### src/rtl/regs_arb_pkg.sv
// Shared constants and types for the TCPC register-bank arbiter.
// Client indices, FSM encoding and the read-timeout fill value.
package regs_arb_pkg;

  localparam int unsigned NUM_CLIENTS = 4;

  localparam logic [1:0] CL_TX     = 2'd0;
  localparam logic [1:0] CL_RX     = 2'd1;
  localparam logic [1:0] CL_HRESET = 2'd2;
  localparam logic [1:0] CL_TCPM   = 2'd3;

  typedef enum logic [1:0] {
    ST_IDLE    = 2'd0,
    ST_BUSY    = 2'd1,
    ST_RELEASE = 2'd2
  } arb_state_e;

  localparam logic [15:0] RD_ERR_VAL = 16'hFFFF;

  // Round-robin successor of a client index (wraps mod 4).
  function automatic logic [1:0] next_ptr(input logic [1:0] idx);
    return idx + 2'd1;
  endfunction

endpackage

### src/rtl/rr_picker4.sv
// Combinational 4-way round-robin picker: first requester at or after ptr, wrapping.
// gnt is one-hot (all zero when nothing requests); idx is its encoded form.
module rr_picker4 (
  input  logic [3:0] req,
  input  logic [1:0] ptr,
  output logic [3:0] gnt,
  output logic [1:0] idx
);

  logic [1:0] cand;
  logic       found;

  always_comb begin
    gnt   = 4'b0000;
    idx   = 2'd0;
    cand  = 2'd0;
    found = 1'b0;
    for (int i = 0; i < 4; i++) begin
      cand = ptr + 2'(i);
      if (!found && req[cand]) begin
        found     = 1'b1;
        gnt[cand] = 1'b1;
        idx       = cand;
      end
    end
  end

endmodule

### src/rtl/regs_arbiter.sv
// Round-robin arbiter in front of the single-port TCPC register bank (Tx, Rx, HReset, tcpm).
// Optional macro HRESET_PRIO_EN: HReset requests win in IDLE and do not advance the pointer.
module regs_arbiter
  import regs_arb_pkg::*;
#(
  parameter int unsigned TIMEOUT_CYC = 16,
  parameter int unsigned TO_W        = 8
) (
  input  logic        CLK,
  input  logic        RST_N,

  input  logic        REQ_Tx,
  input  logic        REQ_Rx,
  input  logic        REQ_HReset,
  input  logic        REQ_tcpm,
  input  logic        RWN_Tx,
  input  logic        RWN_Rx,
  input  logic        RWN_HReset,
  input  logic        RWN_tcpm,
  input  logic [7:0]  ADDR_Tx,
  input  logic [7:0]  ADDR_Rx,
  input  logic [7:0]  ADDR_HReset,
  input  logic [7:0]  ADDR_tcpm,
  input  logic [15:0] WR_DATA_Tx,
  input  logic [15:0] WR_DATA_Rx,
  input  logic [15:0] WR_DATA_HReset,
  input  logic [15:0] WR_DATA_tcpm,

  output logic        ACK_Tx,
  output logic        ACK_Rx,
  output logic        ACK_HReset,
  output logic        ACK_tcpm,
  output logic [15:0] RD_DATA_OUT,
  output logic        ERR,

  output logic        REQUEST,
  output logic        RWN,
  output logic [7:0]  ADDR,
  output logic [15:0] WR_DATA,
  input  logic [15:0] RD_DATA,
  input  logic        ACK
);

  localparam bit              TO_EN   = (TIMEOUT_CYC != 0);
  localparam logic [TO_W-1:0] TO_LAST = TO_W'(TO_EN ? TIMEOUT_CYC - 1 : 0);

  logic [3:0]        req_vec;
  logic [3:0]        rwn_vec;
  logic [3:0][7:0]   addr_vec;
  logic [3:0][15:0]  wd_vec;

  assign req_vec  = {REQ_tcpm, REQ_HReset, REQ_Rx, REQ_Tx};
  assign rwn_vec  = {RWN_tcpm, RWN_HReset, RWN_Rx, RWN_Tx};
  assign addr_vec = {ADDR_tcpm, ADDR_HReset, ADDR_Rx, ADDR_Tx};
  assign wd_vec   = {WR_DATA_tcpm, WR_DATA_HReset, WR_DATA_Rx, WR_DATA_Tx};

  arb_state_e      state;
  logic [1:0]      ptr;
  logic [TO_W-1:0] cnt;
  logic [1:0]      win_q;
  logic            adv_q;
  logic [3:0]      ack_q;

  logic [3:0] pick_gnt;
  logic [1:0] pick_idx;
  logic       any_req;
  logic [1:0] win_idx;
  logic       win_adv;
  logic       timeout_hit;

  rr_picker4 u_picker (
    .req (req_vec),
    .ptr (ptr),
    .gnt (pick_gnt),
    .idx (pick_idx)
  );

  assign any_req = |pick_gnt;

  always_comb begin
    win_idx = pick_idx;
    win_adv = 1'b1;
`ifdef HRESET_PRIO_EN
    // HReset pre-empts the rotation and leaves the pointer where it was.
    if (req_vec[CL_HRESET]) begin
      win_idx = CL_HRESET;
      win_adv = 1'b0;
    end
`endif
  end

  assign timeout_hit = TO_EN && (cnt == TO_LAST);

  always_ff @(posedge CLK or negedge RST_N) begin
    if (!RST_N) begin
      state       <= ST_IDLE;
      ptr         <= CL_TX;
      cnt         <= '0;
      win_q       <= CL_TX;
      adv_q       <= 1'b1;
      ack_q       <= 4'b0000;
      REQUEST     <= 1'b0;
      RWN         <= 1'b1;
      ADDR        <= 8'h00;
      WR_DATA     <= 16'h0000;
      RD_DATA_OUT <= 16'h0000;
      ERR         <= 1'b0;
    end else begin
      ack_q <= 4'b0000;
      ERR   <= 1'b0;
      unique case (state)
        ST_IDLE: begin
          cnt <= '0;
          if (any_req) begin
            win_q   <= win_idx;
            adv_q   <= win_adv;
            REQUEST <= 1'b1;
            RWN     <= rwn_vec[win_idx];
            ADDR    <= addr_vec[win_idx];
            WR_DATA <= wd_vec[win_idx];
            state   <= ST_BUSY;
          end
        end
        ST_BUSY: begin
          cnt <= cnt + 1'b1;
          // A bank ACK in the timeout cycle still counts as a clean completion.
          if (ACK) begin
            REQUEST      <= 1'b0;
            ack_q[win_q] <= 1'b1;
            if (RWN) RD_DATA_OUT <= RD_DATA;
            if (adv_q) ptr <= next_ptr(win_q);
            state <= ST_RELEASE;
          end else if (timeout_hit) begin
            REQUEST      <= 1'b0;
            ack_q[win_q] <= 1'b1;
            ERR          <= 1'b1;
            if (RWN) RD_DATA_OUT <= RD_ERR_VAL;
            if (adv_q) ptr <= next_ptr(win_q);
            state <= ST_RELEASE;
          end
        end
        ST_RELEASE: begin
          cnt <= '0;
          // A bank holding ACK high must not leak into the next transaction.
          if (!ACK) state <= ST_IDLE;
        end
        default: state <= ST_IDLE;
      endcase
    end
  end

  assign ACK_Tx     = ack_q[CL_TX];
  assign ACK_Rx     = ack_q[CL_RX];
  assign ACK_HReset = ack_q[CL_HRESET];
  assign ACK_tcpm   = ack_q[CL_TCPM];

endmodule
### config.mk
export PLATFORM = sky130hd
export DESIGN_NAME = regs_arbiter
export DESIGN_NICKNAME = d
export VERILOG_FILES = /design/src/rtl/regs_arb_pkg.sv /design/src/rtl/rr_picker4.sv /design/src/rtl/regs_arbiter.sv
export SDC_FILE = /design/constraint.sdc
export NUM_CORES = 1
export LEC_CHECK = 0
export CAP_MARGIN = 10
export CELL_PAD_IN_SITES_DETAIL_PLACEMENT = 0
export CELL_PAD_IN_SITES_GLOBAL_PLACEMENT = 2
export CORE_UTILIZATION = 24
export CTS_BUF_LIST = sky130_fd_sc_hd__clkbuf_4
export CTS_CLUSTER_SIZE = 12
export DETAILED_ROUTE_END_ITERATION = 12
export PLACE_DENSITY_LB_ADDON = 0.08
export SLEW_MARGIN = 40
export SYNTH_ARGS = -nofsm -noshare
export SYNTH_HDL_FRONTEND = slang
export SYNTH_SLANG_ARGS = --single-unit
### constraint.sdc
create_clock -name CLK -period 2.54 [get_ports CLK]
set_input_delay 0.254 -clock CLK [delete_from_list [all_inputs] [get_ports CLK]]
set_output_delay 0.254 -clock CLK [all_outputs]
set_load 0.05 [all_outputs]
# After elaboration in Yosys (flattened, before gate mapping)
# Cells that the tools add are included.
# word_totals
wordCells	117
output_inout_bits	47
latchBits	0
ramBits	0
ff_bits	61
rom_bits	0
n_memories	0
# classes
addsub	5
n_div	0
eq_ne	8
order_cmp	11
shift	0
bitwise	3
n_mux	57
n_mul	0
n_reduce_logical	22
# op_table
cell	n
$mux W16	5
$bmux W16 S2	1
$mux W4	7
$mux W2	10
$mux W1	19
$lt A2 B3 Y1 const B	6
$bmux W8 S2	1
$pmux W8 S2	1
$or A4 B4 Y4	3
$bmux W1 S2	5
$demux W1 S2	5
$ge A2 B1 Y1 const B	5
$add A8 B1 Y8 const B	1
$eq A8 B4 Y1 const B	1
$logic_and A1 B1 Y1	8
$mux W8	1
$ne A2 B2 Y1 const B	4
$pmux W2 S3	1
$reduce_and A3 Y1	2
$reduce_bool A2 Y1	3
$add A2 B1 Y2 const B	2
$add A2 B2 Y2 const B	2
$reduce_and A2 Y1	2
$reduce_and A4 Y1	1
8 further kinds	10

# Longest topological paths before layout
# depth
word_depth	15
depth_mapped	12
depth_no_buf	8

# Hierarchy
# Synthesis repeated with hierarchy kept, for this count alone.
# unflattened
cells_unflattened	266
hier_area_um2	3567.2
# by_module_without_submodules
module	area_per_inst_um2	cells_each	seq_area_each_um2	instances
regs_arbiter	3078.0	201	1527.7	1
rr_picker4	489.2	65	0.0	1

# Worst setup path after synthesis
# Ideal clock, no wire load.
# synth_timing
path_type	register to register
start	register ptr[0]
end	register ADDR[1]
path_buffers	3
path_stages_with_launch	11
required_time_ns	2.415
arrival_time_ns	2.527
setup_time_ns	0.125
path_slack_ns	-0.113
cell_sequence	dfrtp_1 > inv_1 > ha_1 > buf_6 > mux4_2 > a211oi_1 > o21ai_1 > o41ai_2 > buf_6 > buf_8 > mux2_4
# synth_via
elab_chain_cells	14
word_cells_on_any_way	55
classes_between	3 x add/sub; 8 x order compare; 29 x mux; 3 x bitwise; 12 x reduce/logical
# synth_rtl
item	line_no	text
start: declaration	regs_arbiter.sv:58	logic [1:0] ptr;
start signal: assignment	regs_arbiter.sv:131	if (adv_q) ptr <= next_ptr(win_q);
start signal: assignment	regs_arbiter.sv:138	if (adv_q) ptr <= next_ptr(win_q);
parallel branches: the longest is 14 deep, another holds $lt A2 B3 Y1	-	
end signal: assignment	regs_arbiter.sv:119	ADDR <= addr_vec[win_idx];
end: declaration	regs_arbiter.sv:38	output logic [7:0] ADDR,
# Several ways; the timed one is not identified. The select of a mux whose other input is x is not followed.
# A chain may end at the register's enable or synchronous reset.

# Final worst setup path
# layout_timing
start	register ptr[0]
end	register ADDR[7]
# Same word-level chain as after synthesis.

==> metrics.md <==
| Metric | Value |
|---|---|
| Crit end category | register |
| Core region area | between 0.015 and 0.02 mm^2 |
| TritonCTS buffer count | 9 |
| Nets | ~660 |
| Area of the mapped netlist | between 0.003 and 0.004 mm^2 |
| Netlist cell types | between 40 and 50 |
| Largest family of logic cells by synthesized area | multiplexers |
| Top-Level Pins | 170 |
| R2R Path Start | ptr[0] |
| Slew Viols, Final | 0 |
| Syn Area/Cell | approximately 12 um^2 |
| Vias per cell | 4.25 |
| Pleak | ~0.0027 uW |
| Congestion Overflow GR | 0 |
| Root Buffer Master | clkbuf_4 |
| Pin count of the biggest net entering global routing | 33 |
| Reg clk slew, reported paths | roughly 0.11 ns |
| Clock latency on the worst-skew pair | 0.43 ns |
| Antenna Violating Nets Remaining | 0 |
| Simple-gate area share of the yosys netlist | 7.00% |
| Vias in the first global route | between 3000 and 4000 |
| Vias | 3162 |
| CP Class | register to register |
| Synth Area in Compound Gates | between 8 and 9% |
| Total GRT Usage | 14.2% |
| Post-Synth Adder-Cell Area | 3.55% |
| Finish-stage setup viols | 0 |
| Fin area | between 0.006 and 0.007 mm^2 |
| Synth area leaders | dfrtp_1, mux2i_1, mux2_2, buf_12, ha_1 |
| Worst Skew | ~0.017 ns |
| Final std cells w/o fill | ~740 |
| Rel. slew slack | 57.8% |
| Hpwl dp | approximately 9000 um |
| Fmax | 409 MHz |
| Required time at the worst-slack endpoint | 2.87 ns |
| Setup TNS | 0 ns |
| Row count | 46 |
| Initial DRC Count | around 120 |
| Reg2Reg Depth | 7 |
| Synth Area in XOR/XNOR | roughly 1.8% |
| Worst Hold Class | input pin to async pin |
| FF+latch count, synth | 61 |
| CP startpoint kind | register |
| Clock Sinks | 61 |
| WL/cell | 15.7 um |
| Max cap viols | 0 |
| TritonCTS clock tree | built |
| Endpoints failing hold | 0 |
| Status | finished clean |
| Cell total after placement | roughly 720 |
| Initial antenna violation count | 1 |
| Die area | ~0.017 mm^2 |
| Placer Congestion | 0.706 |
| I/O Buffers | roughly 170 |
| Initial DRT Pass Iterations | 4 |
| Yosys top cell area share | about two fifths |
| Peak VDD IR | between 0.0005 and 0.0006 V |
| Most used DFF post-synth | dfrtp_1 |
| Seq/Total Area, Yosys | about two fifths |
| Most numerous cell in the Yosys netlist | mux2i_1 |
| Cell area after placement | 0.00587 mm^2 |
| Layout area overhead | 57.5% |
| Die Ht | around 130 um |
| Crit path max fanout | 23 |
| Die outline width | between 100 and 150 um |
| Clk pwr share | between 8 and 9% |
| H-tree levels | 3 |
| DRC Markers | 0 |
| Fraction of synthesized area in multiplexers | 30.2% |
| Power per Cell Area | 1360 mW/mm^2 |
| Critical path data arrival time | roughly 2.8 ns |
| Total net switching power | 3770 uW |
| Share of cells above drive strength 1 | between 10% and 20% |
| First-pass GRT wire length | between 15000 and 20000 um |
| Cell count after synthesis | ~330 |
| Synth async-reset ratio | 100% |
| Final cell utilization of the core | between 30% and 40% |
| Cell internal pwr | between 4000 and 5000 uW |
| Combinational share of power | 71.7% |
| Top post-synthesis cells by count | mux2i_1, dfrtp_1, inv_1, o21ai_0, mux2_2 |
| Period utilisation layout | just under 100% |
| EDFF count, synth | 0 |
| Initial Util | about 24% |
| RSZ-0062 raised after global routing | yes |
| Final WL | about 12000 um |
| Cell taking the most area after synthesis | dfrtp_1 |
| Switching share of power | 45.5% |
| Synthesized net count | around 470 |
| Longest Clk Path Bufs | 2 |
| Sequential power share | approximately a fifth |
| Worst-Margin Slew | ~0.63 ns |
| RR Endpoint | ADDR[7] |
| Filler Cell Count | 1559 |
| Hold WS | 0.346 ns |
| Yosys warns | 0 |
| FF-to-FF setup slack | slightly above 0.09 ns |
| Min Tclk post-route | about 2.4 ns |
[state kept, by name (all words and copies together), names as in the netlist]
signal,flops
RWN,1
state,2
win_q,2
cnt,8
ERR,1
WR_DATA,16
REQUEST,1
ADDR,8
ack_q,4
ptr,2
RD_DATA_OUT,16
[logic make-up after synthesis]
group / count (synthesis)
flops: 61
compound gates: 54
fa+ha+maj: 11
buf+inv: 46
mux: 108
xor+xnor: 8
simple gates: 45
[cell type report]
class / instances / area, um^2 / share of cell area (%)
timing repair buffer: 201 / 2030 / 33.2
clock inverter: 5 / 51.3 / 0.841
clock buffer: 11 / 82.6 / 1.35
sequential: 61 / 1530 / 25.1
tap: 216 / 270 / 4.43
inverter: 23 / 86.3 / 1.41
multi-input combinational: 226 / 2050 / 33.6
antenna: 1 / 2.50 / 0.0410
[per-stage QoR]
| step | setup slack, ns | power [uW] |
|---|---|---|
| 2_1_floorplan | 0.00436 | 5970 |
| 5_1_grt | -0.0585 | 8800 |
| 3_5_place_dp | -0.120 | 7500 |
| 3_3_place_gp | -0.0708 | 7470 |
| 4_1_cts | 0.0392 | 8410 |
| 6_report | 0.0921 | 8280 |
[layer usage]
metal | part of all wire, % | vias to the layer above | GRT usage (%)
li1 | - | 1560 | -
met1 | 43 | 1495 | 17.0
met2 | 50 | 89 | 24.5
met3 | 6.0 | 16 | 4.09
met4 | 1.4 | 2 | 4.98
met5 | 0.11 | - | 0
[power groups by stage]
| stage | registers (uW) | clock network, uW | logic (uW) |
|---|---|---|---|
| 2_1_floorplan | 2910 | 0 | 3060 |
| 3_3_place_gp | 1650 | 0 | 5810 |
| 3_5_place_dp | 1670 | 0 | 5830 |
| 4_1_cts | 1650 | 738 | 6020 |
| 5_1_grt | 1700 | 782 | 6310 |
| 6_report | 1640 | 700 | 5940 |
[critical path: stages (launching register included)]
cell and delay, ns:
dfrtp_2 0.40, buf_6 0.18, mux4_2 0.57, o22ai_4 0.31
buf_12 0.24, mux2i_2 0.25, mux2i_1 0.11, mux2_4 0.26
[cells in the final DEF, fill, tap and decap left out, types with 2 or more instances in the layout]
cell type        Yosys  routed
clkdlybuf4s50_1      0     168
mux2i_1             79      78
dfrtp_1             60      59
buf_4                1      23
inv_1               23      21
o21ai_0             20      20
mux2_2              19      19
o21ai_1             15      15
and2_1              13      13
clkbuf_4             0      11
ha_1                11      10
mux2_4               8       8
xnor2_1              6       6
buf_12               7       6
nor3_1               4       4
nand2_1              4       4
nor2b_1              4       4
nor2_1               4       4
nand3_1              3       3
nand4b_1             2       2
nand2b_1             2       2
inv_2                0       2
mux4_2               2       2
and2b_1              2       2
o22ai_1              2       2
o211ai_1             2       2
nor4_1               2       2
a21oi_1              2       2
a21o_1               2       2
xor2_1               2       2
clkinv_2             0       2
[worst max path at each step]
| stage | startpoint | end | slack, ns | cells past startpoint |
|---|---|---|---|---|
| after floorplan | ptr[1] | ADDR[1] | 0.004 | 11 |
| after global placement | REQ_Tx | WR_DATA[3] | -0.07 | 7 |
| after detailed placement | REQ_Tx | WR_DATA[3] | -0.12 | 7 |
| after CTS | ptr[0] | WR_DATA[8] | 0.04 | 10 |
| after global routing | ptr[0] | ADDR[5] | -0.06 | 10 |
| final | ptr[0] | ADDR[7] | 0.09 | 7 |
[what timing repair did]
item / in CTS / in global routing
cloned: 1 / 0
gates resized for setup: 4 / 5
endpoints found under the hold margin: 23 / 0
pin swaps: 3 / 1
buffers inserted: 1 / 0
hold buffers: 1 / 0
setup endpoints to repair: 5 / 26
Note: power is estimated with default switching activity, not from simulation.
==> patch, RTL diff (same settings) <==
Build with the macro `HRESET_PRIO_EN` defined.
--- a/src/rtl/regs_arbiter.sv
+++ b/src/rtl/regs_arbiter.sv
@@ -1,5 +1,7 @@
 // Round-robin arbiter in front of the single-port TCPC register bank (Tx, Rx, HReset, tcpm).
 // Optional macro HRESET_PRIO_EN: HReset requests win in IDLE and do not advance the pointer.
+`define HRESET_PRIO_EN
+
 module regs_arbiter
   import regs_arb_pkg::*;
 #(
Function: changed (a bounded check fails within 4 cycles, from zero or initial values and one cycle with RST_N low).
==> patch against the unedited design <==
  * The flow now finishes with violations (negative setup slack)
  * Maximum frequency fell by 5.8%
  * Worst setup slack got worse by 0.15 ns
  * Combinational power grew 10%
  * Utilization grew 3.8 points
  * Non-clock buffer count increased by 11
  * Count of clock-buffer cells in the layout is 2 lower
  * Design area up 11%
  * Synthesized area is 2.4% higher
  * First-iteration DRC count rose by 20%
  * Critical path type unchanged
  * Largest cell class unchanged
  * Sequential share of layout area down 2.1 points
  * Routed wire length increased by 22%
  * Sequential cell count grew 1
  * Power is 9.6% higher
==> patch: results (changes against the unedited design) <==
DRT Pass-1 Iters=4 (unchanged); Post-CTS Setup Bufs=3 (+2); Iter 0 DRT Violations=147 (+20%); top cells by count, synth=nor2_1 (71), dfrtp_1 (60), nand3_1 (54); Pleak=2.802 nW (+5.4%); Fin. Hold Viols=0 (unchanged); Area contributors post-synth=dfrtp_1 (38%), nand3_1 (6.8%), nor2_1 (6.7%), a211oi_2 (6.0%), a211oi_1 (5.9%); Via density=4.699 (+11%); Area after DPL=6280 sq um (+6.9%); mean post-synth cell area=8.778 sq um (-25%); library cells used by synthesis=45 (-4.3%); largest net degree at the start of global routing=51 (+55%); Layout Skew=0.02253 ns (+0.005925 ns); initial antenna violation count=3 (+2); Slowest cell on crit path=mux4_2; HP Class=primary input to asynchronous set/reset pin; Clock Pin Slew Worst Setup and Hold Paths=0.14 ns (+0.03 ns); CTS buffer count=9 (unchanged); Clock Path Buffers=2 (unchanged); Ys Warns=0 (unchanged); Port Buffer Count=169 (unchanged); Total GRT Usage=17.24% (+3.0 points); pre-CTS setup slack=-0.2275 ns (-0.1079 ns); share of post-route cells with drive strength above 1=22.48% (+5.4 points); delay-heaviest family, CP=compound AO/OA/AOI/OAI gates; fin worst setup slack=-0.05761 ns (-0.1497 ns); Synthesized Nets=586 (+25%); routability cong.=0.8034 (+14%); biggest regs=RD_DATA_OUT: 16 flops, WR_DATA: 16 flops; CTS root buf=clkbuf_4; crit path DAT=2.93 ns (+0.15 ns); sequential area share after synthesis=39.17% (-0.25 points); critical path fanouts, max=9 (-61%); DP HPWL=10340 um (+16%); setup tns final=-0.4869 ns (-0.4869 ns); Cells after DPL=829 (+15%); # nets final=765 (+17%); cts repair resizes=15 (+11); VDD IR max=0.0006580 V (+9.8%); failing checks=negative setup slack; outcome=finished with violations; drt total wl=14300 um (+22%); number of global-route vias before repair=4086 (+28%); worst skew pair latency=0.44 ns; Worst setup startpoint=ptr[1]; Worst-Margin Slew=0.5486 ns (-0.08205 ns); # setup viols final=21 (+21); CP max stage delay=0.59 ns (+0.02 ns); first-pass GRT wire length=22070 um (+25%); ys async rst share=100.0% (unchanged); H-tree levels=3 (unchanged); vias=4018 (+27%); # hold bufs at CTS=1 (unchanged)
[patch: routing by layer]
| metal | GRT usage [%] | vias to the layer above | share of wire (%) | wire length (um) |
|---|---|---|---|---|
| met5 | 0 | - | 0 | 0 |
| met4 | 7.776 | 0 | 2.3 | 323 |
| met3 | 5.822 | 27 | 8.2 | 1172 |
| met2 | 27.20 | 147 | 47 | 6688 |
| met1 | 21.28 | 1884 | 43 | 6112 |
| li1 | - | 1960 | - | - |
[patch: kinds of logic (layout without fill, tap and decap cells)]
logic type                 count (synthesis)  in the layout  synth area share (%)
adders and majority gates                 11             11                 3.469
DFF                                       62             62                 39.17
AOI/OAI and AO/OA                        110            110                 23.02
muxes                                      8              8                 3.343
other                                      0              3                     0
buffers and inverters                     66            250                 7.505
xor gates and xnor gates                   8              8                 1.766
and+or+nand+nor                          187            187                 21.73
[patch: report_power, final]
part | switching, mW | leakage [nW] | internal [mW]
sequential | 0.271 | 0.740 | 1.42
combinational | 3.79 | 1.98 | 2.75
clock | 0.438 | 0.0825 | 0.401
total | 4.50 | 2.80 | 4.57
[patch: final cells by class]
cell class	instances	area (sq um)
clock inverter	7	97.59
fill	1623	9223
antenna	3	7.507
clock buffer	9	67.56
timing repair buffer	212	2212
inverter	22	85.08
sequential	62	1555
multi-input combinational	324	2482
tap	216	270.3
[patch: path summary, 6_finish.rpt]
check,to,slack [ns],depth (start not counted)
min in group CLK,RD_DATA_OUT[4],0.37,3
max in group asynchronous,RWN,1.59,3
min reg2reg,adv_q,0.47,2
max reg2reg,WR_DATA[4],-0.06,9
min,win_q[0],0.25,2
max,WR_DATA[4],-0.06,9
